## config.mk

```make
export PLATFORM = sky130hd
export DESIGN_NAME = pio_fetch_sequencer_flat
export DESIGN_NICKNAME = d
export VERILOG_FILES = /design/src/rtl/pio_pkg.sv /design/src/rtl/pio_fetch_sequencer_if.sv /design/src/rtl/pio_pc_next.sv /design/src/rtl/pio_fetch_sequencer.sv /design/src/flat_wrapper.sv
export SDC_FILE = /design/constraint.sdc
export NUM_CORES = 1
export LEC_CHECK = 0
export BUFFER_PORTS_ARGS = -buffer_cell sky130_fd_sc_hd__buf_2
export CAP_MARGIN = 20
export CORE_MARGIN = 2
export CORE_UTILIZATION = 41
export DETAILED_ROUTE_END_ITERATION = 12
export PLACE_DENSITY = 0.9
export SETUP_SLACK_MARGIN = 0.02
export SLEW_MARGIN = 20
export SYNTH_ARGS = -nofsm -noshare
export SYNTH_HDL_FRONTEND = slang
export SYNTH_HIERARCHICAL = 1
export SYNTH_SLANG_ARGS = --single-unit
export TNS_END_PERCENT = 100
```

## constraint.sdc

```tcl
create_clock -name clk -period 1.9 [get_ports clk]
set_input_delay 0.19 -clock clk [delete_from_list [all_inputs] [get_ports clk]]
set_output_delay 0.19 -clock clk [all_outputs]
set_load 0.01 [all_outputs]
```

## src/rtl/pio_pkg.sv

```systemverilog
// Shared types and helpers for the PIO fetch sequencer.
package pio_pkg;

  localparam int unsigned PIO_ADDR_W = 4;
  localparam int unsigned PIO_DATA_W = 8;

  typedef enum logic [1:0] {IDLE, RUN, STALL} fetch_state_t;

  // Sequential successor of pc: wrap only on exactly reaching wrap_top, else +1 mod 2**addr_w.
  function automatic logic [31:0] next_pc(input logic [31:0] pc,
                                          input logic [31:0] wrap_top,
                                          input logic [31:0] wrap_bottom,
                                          input int unsigned addr_w);
    logic [31:0] mask;
    mask = (32'd1 << addr_w) - 32'd1;
    if (pc == wrap_top) return wrap_bottom;
    return (pc + 32'd1) & mask;
  endfunction

endpackage

```

## src/rtl/pio_fetch_sequencer_if.sv

```systemverilog
// Host program-load handshake into the instruction register file.
interface pio_fetch_sequencer_if #(
  parameter int unsigned ADDR_W = 4,
  parameter int unsigned DATA_W = 8
);
  logic              load_valid;
  logic              load_ready;
  logic [ADDR_W-1:0] load_addr;
  logic [DATA_W-1:0] load_data;

  modport master (output load_valid, load_addr, load_data, input load_ready);
  modport slave  (input load_valid, load_addr, load_data, output load_ready);
endinterface

```

## src/rtl/pio_pc_next.sv

```systemverilog
// Next fetch address: restart over jump over wrap/increment.
module pio_pc_next
  import pio_pkg::*;
#(
  parameter int unsigned ADDR_W = PIO_ADDR_W
) (
  input  logic [ADDR_W-1:0] pc_i,
  input  logic [ADDR_W-1:0] wrap_top_i,
  input  logic [ADDR_W-1:0] wrap_bottom_i,
  input  logic              restart_i,
  input  logic [ADDR_W-1:0] start_addr_i,
  input  logic              jmp_valid_i,
  input  logic [ADDR_W-1:0] jmp_addr_i,
  output logic [ADDR_W-1:0] pc_next_o
);

  logic [31:0] seq_pc;
  logic        unused_seq_hi;

  assign seq_pc        = next_pc(32'(pc_i), 32'(wrap_top_i), 32'(wrap_bottom_i), ADDR_W);
  assign unused_seq_hi = ^seq_pc[31:ADDR_W];

  // Priority mux of the candidate addresses.
  always_comb begin
    pc_next_o = seq_pc[ADDR_W-1:0];
    if (restart_i) begin
      pc_next_o = start_addr_i;
    end else if (jmp_valid_i) begin
      pc_next_o = jmp_addr_i;
    end
  end

endmodule

```

## src/rtl/pio_fetch_sequencer.sv

```systemverilog
// PIO program counter / fetch controller with host load port.
// Optional breakpoint support when PIO_FETCH_BREAKPOINT_EN is defined.
module pio_fetch_sequencer
  import pio_pkg::*;
#(
  parameter int unsigned ADDR_W = PIO_ADDR_W,
  parameter int unsigned DATA_W = PIO_DATA_W
) (
  input  logic                  clk,
  input  logic                  rst,
  input  logic                  enable,
  input  logic                  restart,
  input  logic [ADDR_W-1:0]     start_addr,
  input  logic [ADDR_W-1:0]     wrap_bottom,
  input  logic [ADDR_W-1:0]     wrap_top,
  input  logic                  stall,
  input  logic                  jmp_valid,
  input  logic [ADDR_W-1:0]     jmp_addr,
  output logic [DATA_W-1:0]     instr_out,
  output logic [ADDR_W-1:0]     instr_pc,
  output logic                  instr_valid,
  output logic [ADDR_W-1:0]     pc,
  output logic [ADDR_W-1:0]     rf_read_addr,
  input  logic [DATA_W-1:0]     rf_data_out,
  pio_fetch_sequencer_if.slave  load_if,
  output logic                  rf_write_en,
  output logic [ADDR_W-1:0]     rf_write_addr,
  output logic [DATA_W-1:0]     rf_data_in
`ifdef PIO_FETCH_BREAKPOINT_EN
  ,
  input  logic                  bp_en,
  input  logic [ADDR_W-1:0]     bp_addr,
  output logic                  bp_hit
`endif
);

  fetch_state_t      state_q, state_d;
  logic [ADDR_W-1:0] pc_q, pc_d, pc_next;
  logic [DATA_W-1:0] instr_q, instr_d;
  logic [ADDR_W-1:0] ipc_q, ipc_d;
  logic              valid_q, valid_d;
  logic              bp_block;
`ifdef PIO_FETCH_BREAKPOINT_EN
  logic              bp_hit_q, bp_hit_d;
  assign bp_block = bp_hit_q;
  assign bp_hit   = bp_hit_q;
`else
  assign bp_block = 1'b0;
`endif

  pio_pc_next #(
    .ADDR_W (ADDR_W)
  ) u_pc_next (
    .pc_i          (pc_q),
    .wrap_top_i    (wrap_top),
    .wrap_bottom_i (wrap_bottom),
    .restart_i     (restart),
    .start_addr_i  (start_addr),
    .jmp_valid_i   (jmp_valid),
    .jmp_addr_i    (jmp_addr),
    .pc_next_o     (pc_next)
  );

  // Host writes are only granted while parked; otherwise held off at the source.
  assign load_if.load_ready = (state_q == IDLE);
  assign rf_write_en        = load_if.load_valid & load_if.load_ready;
  assign rf_write_addr      = load_if.load_addr;
  assign rf_data_in         = load_if.load_data;

  assign rf_read_addr = pc_q;
  assign pc           = pc_q;
  assign instr_out    = instr_q;
  assign instr_pc     = ipc_q;
  assign instr_valid  = valid_q;

  // FSM next state, pc update and fetch register capture.
  always_comb begin
    state_d = state_q;
    pc_d    = pc_q;
    instr_d = instr_q;
    ipc_d   = ipc_q;
    valid_d = 1'b0;
`ifdef PIO_FETCH_BREAKPOINT_EN
    bp_hit_d = bp_hit_q;
`endif
    if (restart) begin
      // Restart retargets pc without moving the FSM.
      pc_d = pc_next;
`ifdef PIO_FETCH_BREAKPOINT_EN
      bp_hit_d = 1'b0;
`endif
    end else begin
      unique case (state_q)
        IDLE: begin
          if (enable && !bp_block) state_d = RUN;
        end
        RUN: begin
          if (!enable) begin
            state_d = IDLE;
          end else if (stall) begin
            state_d = STALL;
          end else begin
            pc_d = pc_next;
            // A jump discards the word fetched this cycle.
            if (!jmp_valid) begin
              instr_d = rf_data_out;
              ipc_d   = pc_q;
              valid_d = 1'b1;
`ifdef PIO_FETCH_BREAKPOINT_EN
              if (bp_en && (pc_q == bp_addr)) begin
                state_d  = IDLE;
                bp_hit_d = 1'b1;
              end
`endif
            end
          end
        end
        STALL: begin
          if (!enable) begin
            state_d = IDLE;
          end else if (!stall) begin
            state_d = RUN;
          end
        end
        default: state_d = IDLE;
      endcase
    end
`ifdef PIO_FETCH_BREAKPOINT_EN
    if (!enable) bp_hit_d = 1'b0;
`endif
  end

  // State and output registers.
  always_ff @(posedge clk or posedge rst) begin
    if (rst) begin
      state_q <= IDLE;
      pc_q    <= '0;
      instr_q <= '0;
      ipc_q   <= '0;
      valid_q <= 1'b0;
`ifdef PIO_FETCH_BREAKPOINT_EN
      bp_hit_q <= 1'b0;
`endif
    end else begin
      state_q <= state_d;
      pc_q    <= pc_d;
      instr_q <= instr_d;
      ipc_q   <= ipc_d;
      valid_q <= valid_d;
`ifdef PIO_FETCH_BREAKPOINT_EN
      bp_hit_q <= bp_hit_d;
`endif
    end
  end

endmodule

```

## src/flat_wrapper.sv

```systemverilog
// flat-port wrapper written by rule: the top's interface ports become plain ports
module pio_fetch_sequencer_flat import pio_pkg::*;
#(
  parameter int unsigned ADDR_W = PIO_ADDR_W,
  parameter int unsigned DATA_W = PIO_DATA_W
)
  (clk, rst, enable, restart, start_addr, wrap_bottom, wrap_top, stall, jmp_valid, jmp_addr, instr_out, instr_pc, instr_valid, pc, rf_read_addr, rf_data_out, rf_write_en, rf_write_addr, rf_data_in, load_if_load_valid, load_if_load_addr, load_if_load_data, load_if_load_ready);
  pio_fetch_sequencer_if #(.ADDR_W(ADDR_W), .DATA_W(DATA_W)) load_if_i ();
  input  logic clk;
  input  logic rst;
  input  logic enable;
  input  logic restart;
  input  logic [ADDR_W-1:0] start_addr;
  input  logic [ADDR_W-1:0] wrap_bottom;
  input  logic [ADDR_W-1:0] wrap_top;
  input  logic stall;
  input  logic jmp_valid;
  input  logic [ADDR_W-1:0] jmp_addr;
  output logic [DATA_W-1:0] instr_out;
  output logic [ADDR_W-1:0] instr_pc;
  output logic instr_valid;
  output logic [ADDR_W-1:0] pc;
  output logic [ADDR_W-1:0] rf_read_addr;
  input  logic [DATA_W-1:0] rf_data_out;
  output logic rf_write_en;
  output logic [ADDR_W-1:0] rf_write_addr;
  output logic [DATA_W-1:0] rf_data_in;
  input wire logic [$bits(load_if_i.load_valid)-1:0] load_if_load_valid;
  input wire logic [$bits(load_if_i.load_addr)-1:0] load_if_load_addr;
  input wire logic [$bits(load_if_i.load_data)-1:0] load_if_load_data;
  output wire logic [$bits(load_if_i.load_ready)-1:0] load_if_load_ready;
  assign load_if_i.load_valid = load_if_load_valid;
  assign load_if_i.load_addr = load_if_load_addr;
  assign load_if_i.load_data = load_if_load_data;
  assign load_if_load_ready = load_if_i.load_ready;
  pio_fetch_sequencer #(.ADDR_W(ADDR_W), .DATA_W(DATA_W)) u_core (.clk(clk), .rst(rst), .enable(enable), .restart(restart), .start_addr(start_addr), .wrap_bottom(wrap_bottom), .wrap_top(wrap_top), .stall(stall), .jmp_valid(jmp_valid), .jmp_addr(jmp_addr), .instr_out(instr_out), .instr_pc(instr_pc), .instr_valid(instr_valid), .pc(pc), .rf_read_addr(rf_read_addr), .rf_data_out(rf_data_out), .load_if(load_if_i), .rf_write_en(rf_write_en), .rf_write_addr(rf_write_addr), .rf_data_in(rf_data_in));
endmodule
```

### After elaboration in Yosys (flattened, before gate mapping)

Index checks and enable logic that the tools add are counted.

* register bits: 19
* input port bits: 43
* output and inout bits: 35

* add/subtract/negate cells: 1
* eq/ne operators: 7
* multiplexer cells: 20
* bitwise operators: 4
* reduce and logical (&&, ||, !) cells: 6

Operators by type and width (number)
* 2-to-1 mux 4 bit: 8
* 2-to-1 mux 2 bit: 5
* 2-to-1 mux 1 bit: 6
* inequality test 3 bit, second input constant: 2
* one-hot mux 2 bit (3 select lines): 1
* AND reduction 5 bit: 1
* adder 4 x 1 -> 4 bit, second input constant: 1
* equality test 4 bit: 1
* inequality test 2 bit, second input constant: 2
* AND reduction 4 bit: 1
* nonzero test 2 bit: 2
* inverter 1 bit: 3
* AND reduction 3 bit: 1
* equality test 2 x 1 -> 1 bit, second input constant: 1
* equality test 2 bit, second input constant: 1
* zero test 2 bit: 1
* bitwise AND 1 bit: 1

### Longest topological paths before layout

* depth after elaboration: 9
* depth in mapped cells: 5

### Cells and area by module

The synthesis kept the hierarchy.

By module, submodules not included
* pio_fetch_sequencer: times used 1, cells an instance 70, area each 924.6 µm², sequential area each 475.5 µm²
* pio_pc_next: times used 1, cells an instance 36, area each 237.7 µm², sequential area each 0.0 µm²

### Worst setup path before layout

OpenSTA, ideal clock, no wires.

* path kind: register to register
* start: register u_core.pc_q[1] (netlist: u_core/pc[1])
* end: register u_core.pc_q[2] (netlist: u_core/pc[2])
* setup time: 0.125 ns
* data arrival time: 1.603 ns
* slack: 0.173 ns
* stages on the path, launching flop included: 6
* period minus slack after synthesis: 1.727 ns
* cell sequence: dfrtp_1 -> xor2_1 -> nor4_4 -> mux2i_1 -> a21oi_1 -> mux2_2

* word-level cells in the longest chain between the ends: 9

RTL lines
* from (decl): line pio_fetch_sequencer.sv:38 `logic [ADDR_W-1:0] pc_q, pc_d, pc_next;`
* from (signal assigned): line pio_fetch_sequencer.sv:146 `pc_q <= pc_d;`
* parallel branches: the longest is 2 deep, another holds adder 4 x 1 -> 4 bit
* 2-to-1 mux 4 bit (*): line pio_pkg.sv:17 `return (pc + 32'd1) & mask;`
* 2-to-1 mux 4 bit (*): line pio_pc_next.sv:28 `end else if (jmp_valid_i) begin`
* 2-to-1 mux 4 bit (*): line pio_pc_next.sv:26 `if (restart_i) begin`
* 2-to-1 mux 4 bit: line pio_fetch_sequencer.sv:100 `end else if (stall) begin`
* 2-to-1 mux 4 bit: line pio_fetch_sequencer.sv:98 `if (!enable) begin`
* 2-to-1 mux 4 bit: line pio_fetch_sequencer.sv:93 `unique case (state_q)`
* 2-to-1 mux 4 bit (*): line pio_fetch_sequencer.sv:86 `if (restart) begin`
* named net u_core.pc_d[2]: line pio_fetch_sequencer.sv:38

Mark *: on every way through the listed nets, which the timed path passes. The select of a mux whose other input is x is not followed.
A chain may end at the register's enable or synchronous reset.

### Final worst setup path

* start: register u_core.pc_q[1] (netlist: u_core/pc[1])
* end: register u_core.pc_q[1] (netlist: u_core/pc[1])

The elaborated chain is that of the path after synthesis.

==> flow_summary.yaml <==
status:
  status: "finished, final reports clean"
yosys:
  synth.distinct_cells: 26
  syn_nets: 150
  avgSynthCellArea_um2: 11.0
  syn_inst: 106
  ys_seq_elements: 19
  ys.flop_type: "dfrtp_1"
  synth_edf_count: 0
  ys_warn_count: 6
  synth.most_common_cell: "dfrtp_1"
  syn_area_um2: 1160
  yosysSeqAreaShare: 0.409
  synth.area.top_cells: "dfrtp_1 41%, mux2_4 12%, buf_4 10%"
  ys_top_cells_by_count: "19 x dfrtp_1, 17 x a21oi_1, 16 x buf_4"
  yosysTopAreaCell: "dfrtp_1"
  yosysTopAreaCellShare: 0.409
  synthArstFlopShare: 1.00
final_layout:
  post-route-util: 0.512
  multi_input_area_um2: 517
  seq_area_um2: 475
  fillCellCount: 253
  layout-drive-gt1-share: 0.544
  num_antenna_cells: 0
  num-nets-final: 194
  stdcell_count: 180
  syn_to_final_growth_pct: 20.5
clocking:
  cts_tree: "done"
  h-tree-depth: 1
  cts_sinks: 19
  cts_resized: 0
  numCtsBuffers: 3
  cts-root-buf: "clkbuf_4"
  ctsHoldBuffers: 1
  cts_setup_buffers: 0
  clockBufferDepth: 2
  clock_latency_ns: 0.29
  clkTransAtPathRegs_ns: 0.11
floorplanning:
  start_util: 0.425
  fp.dieH_um: 57.2
  core_area_um2: 2730
  die_w_um: 57.2
  fp-row-count: 19
  dieArea_um2: 3280
  ios: 78
timing:
  hold_viol: 0
  worst_pin_slew_ns: 0.692
  timing.hold.ws_ns: 0.119
  fin_tns_setup_ns: 0
  max_freq_ghz: 0.576
  rsz0062_at_grt: "false"
  skew_ns: 0.00261
  setup_viol: 0
  slew_violations: 0
  slew-limit-headroom: 0.538
  worst_slack_ns: 0.164
  min_period_ns: 1.74
  post-route-period-util: 0.914
worst_hold_path:
  hold_class: "in -> reg"
  min_from: "rf_data_out[5]"
worst_setup_path:
  crit_family: "multiplexers"
  crit_arrival_ns: 1.92
  path_buf_inv: 0
  crit_path_cell_trace: "xor2_1, nor4_4, mux2i_1, a21oi_1, mux2_2"
  path_class: "reg -> reg"
  worst_path_largest_cell_delay_ns: 0.46
  cp_data_required_time_ns: 2.08
  worst_setup_path_start_kind: "register"
  cp_max_fo: 4
  crit_slowest_cell: "nor4_4"
  critPathCaptureType: "register"
  cp-startpoint: "u_core/pc[1]"
  rr_startpoint: "u_core/pc[1]"
place:
  io_buffers: 53
  preCtsSetupSlack_ns: 0.176
  dp.final_hpwl_um: 1780
  place_inst: 175
  routabilityCongestion: 0.792
global_routing:
  grt_use_met1: 0.160
  grt_pass1_wl_um: 3560
  grt.met3_usage: 0.0295
  grt_usage: 0.139
  overflow: 0
  grt_use_met2: 0.255
  grt_max_degree: 20
  grt_pass1_vias: 850
  grt_most_used_layer: "met2"
  antenna_found_initial: 0
routing:
  first_iter_violations: 19
  drt_first_pass_iters: 4
  drcViolationCount: 0
  ant_nets: 0
  vias_per_cell: 4.88
  routed_wl_um: 2240
  wire_per_inst_um: 12.5
  vias: 879
power_and_ir_drop:
  cellPowerDensity_nw_per_um2: 988
  leakage_uw: 0.000762
  ir_drop_mv: 0.658
flow_run:
  drv_cap: 0
==> cells by family (layout without fill, tap and decap cells) <==
family	after synthesis	after routing	synth area share
compound gates	20	20	0.0904
xor+xnor	6	6	0.0452
fa+ha+maj	1	1	0.0108
buf+inv	27	70	0.146
flops	19	19	0.409
mux	20	20	0.219
simple gates	13	13	0.0797
==> per-layer routing <==
| layer | vias to the layer above | part of all wire |
|---|---|---|
| li1 | 432 | - |
| met4 | 0 | 0.0018 |
| met1 | 417 | 0.41 |
| met5 | - | 0 |
| met3 | 2 | 0.070 |
| met2 | 28 | 0.52 |
==> worst register-to-register path, delay by kind of cell (launching register included) <==
family	cells	cell delay, ns
and+or+nand+nor	1	0.46
xor gates and xnor gates	1	0.19
muxes	2	0.49
DFF	1	0.41
AOI/OAI and AO/OA	1	0.08
==> through the flow <==
step	instance area [um2]	power, uW
2_1_floorplan	1160	1000
3_5_place_dp	1360	1190
5_1_grt	1400	1480
4_1_cts	1400	1400
6_report	1400	1380
3_3_place_gp	1360	1170
==> area by class of cell <==
type,instances,share of cell area
Multi-Input combinational cell,60,0.369
Clock buffer,3,0.0161
Sequential cell,19,0.340
Inverter,7,0.0188
Tap cell,31,0.0277
Timing Repair Buffer,59,0.223
Clock inverter,1,0.00536
==> sequential cells by signal, indices dropped and copies added (netlist names) <==
signal	cells
u_core/instr_out	8
u_core/instr_valid	1
u_core/instr_pc	4
u_core/pc	4
u_core/state_q	2
==> placed cells by master (no fill, tap or decap) <==
master,instances
buf_2,53
mux2_2,7
dfrtp_1,19
nand2_1,2
or4_1,1
xor2_1,5
xnor2_1,1
nand3_1,2
o21ai_0,2
nor3_1,1
clkbuf_4,3
nor2_1,1
ha_1,1
and3b_2,1
a21oi_1,17
o21ba_2,1
buf_4,5
nand2b_1,1
and2_1,1
nand3b_1,2
mux2_4,9
inv_1,7
clkinvlp_4,1
dlygate4sd3_1,1
mux2i_1,4
nor4_4,1
==> report_power, final <==
group / internal, uW / leakage (uW) / switching, uW / total, uW
clock: 79.9 / 0.0000139 / 124 / 204
sequential: 520 / 0.000239 / 71.2 / 591
combinational: 321 / 0.000510 / 267 / 588
total: 921 / 0.000762 / 463 / 1380
==> path summary, 6_finish.rpt <==
kind	end	slack [ns]	cells after the start
max in group asynchronous	u_core/instr_out[1]	0.93	3
worst min-delay path	u_core/instr_out[5]	0.12	2
worst max-delay path	u_core/pc[1]	0.16	5
worst min register to register	u_core/instr_out[0]	0.51	1
min in group asynchronous	u_core/instr_out[5]	0.53	3
worst max register to register	u_core/pc[1]	0.16	5
(Power assumes the default switching activity.)
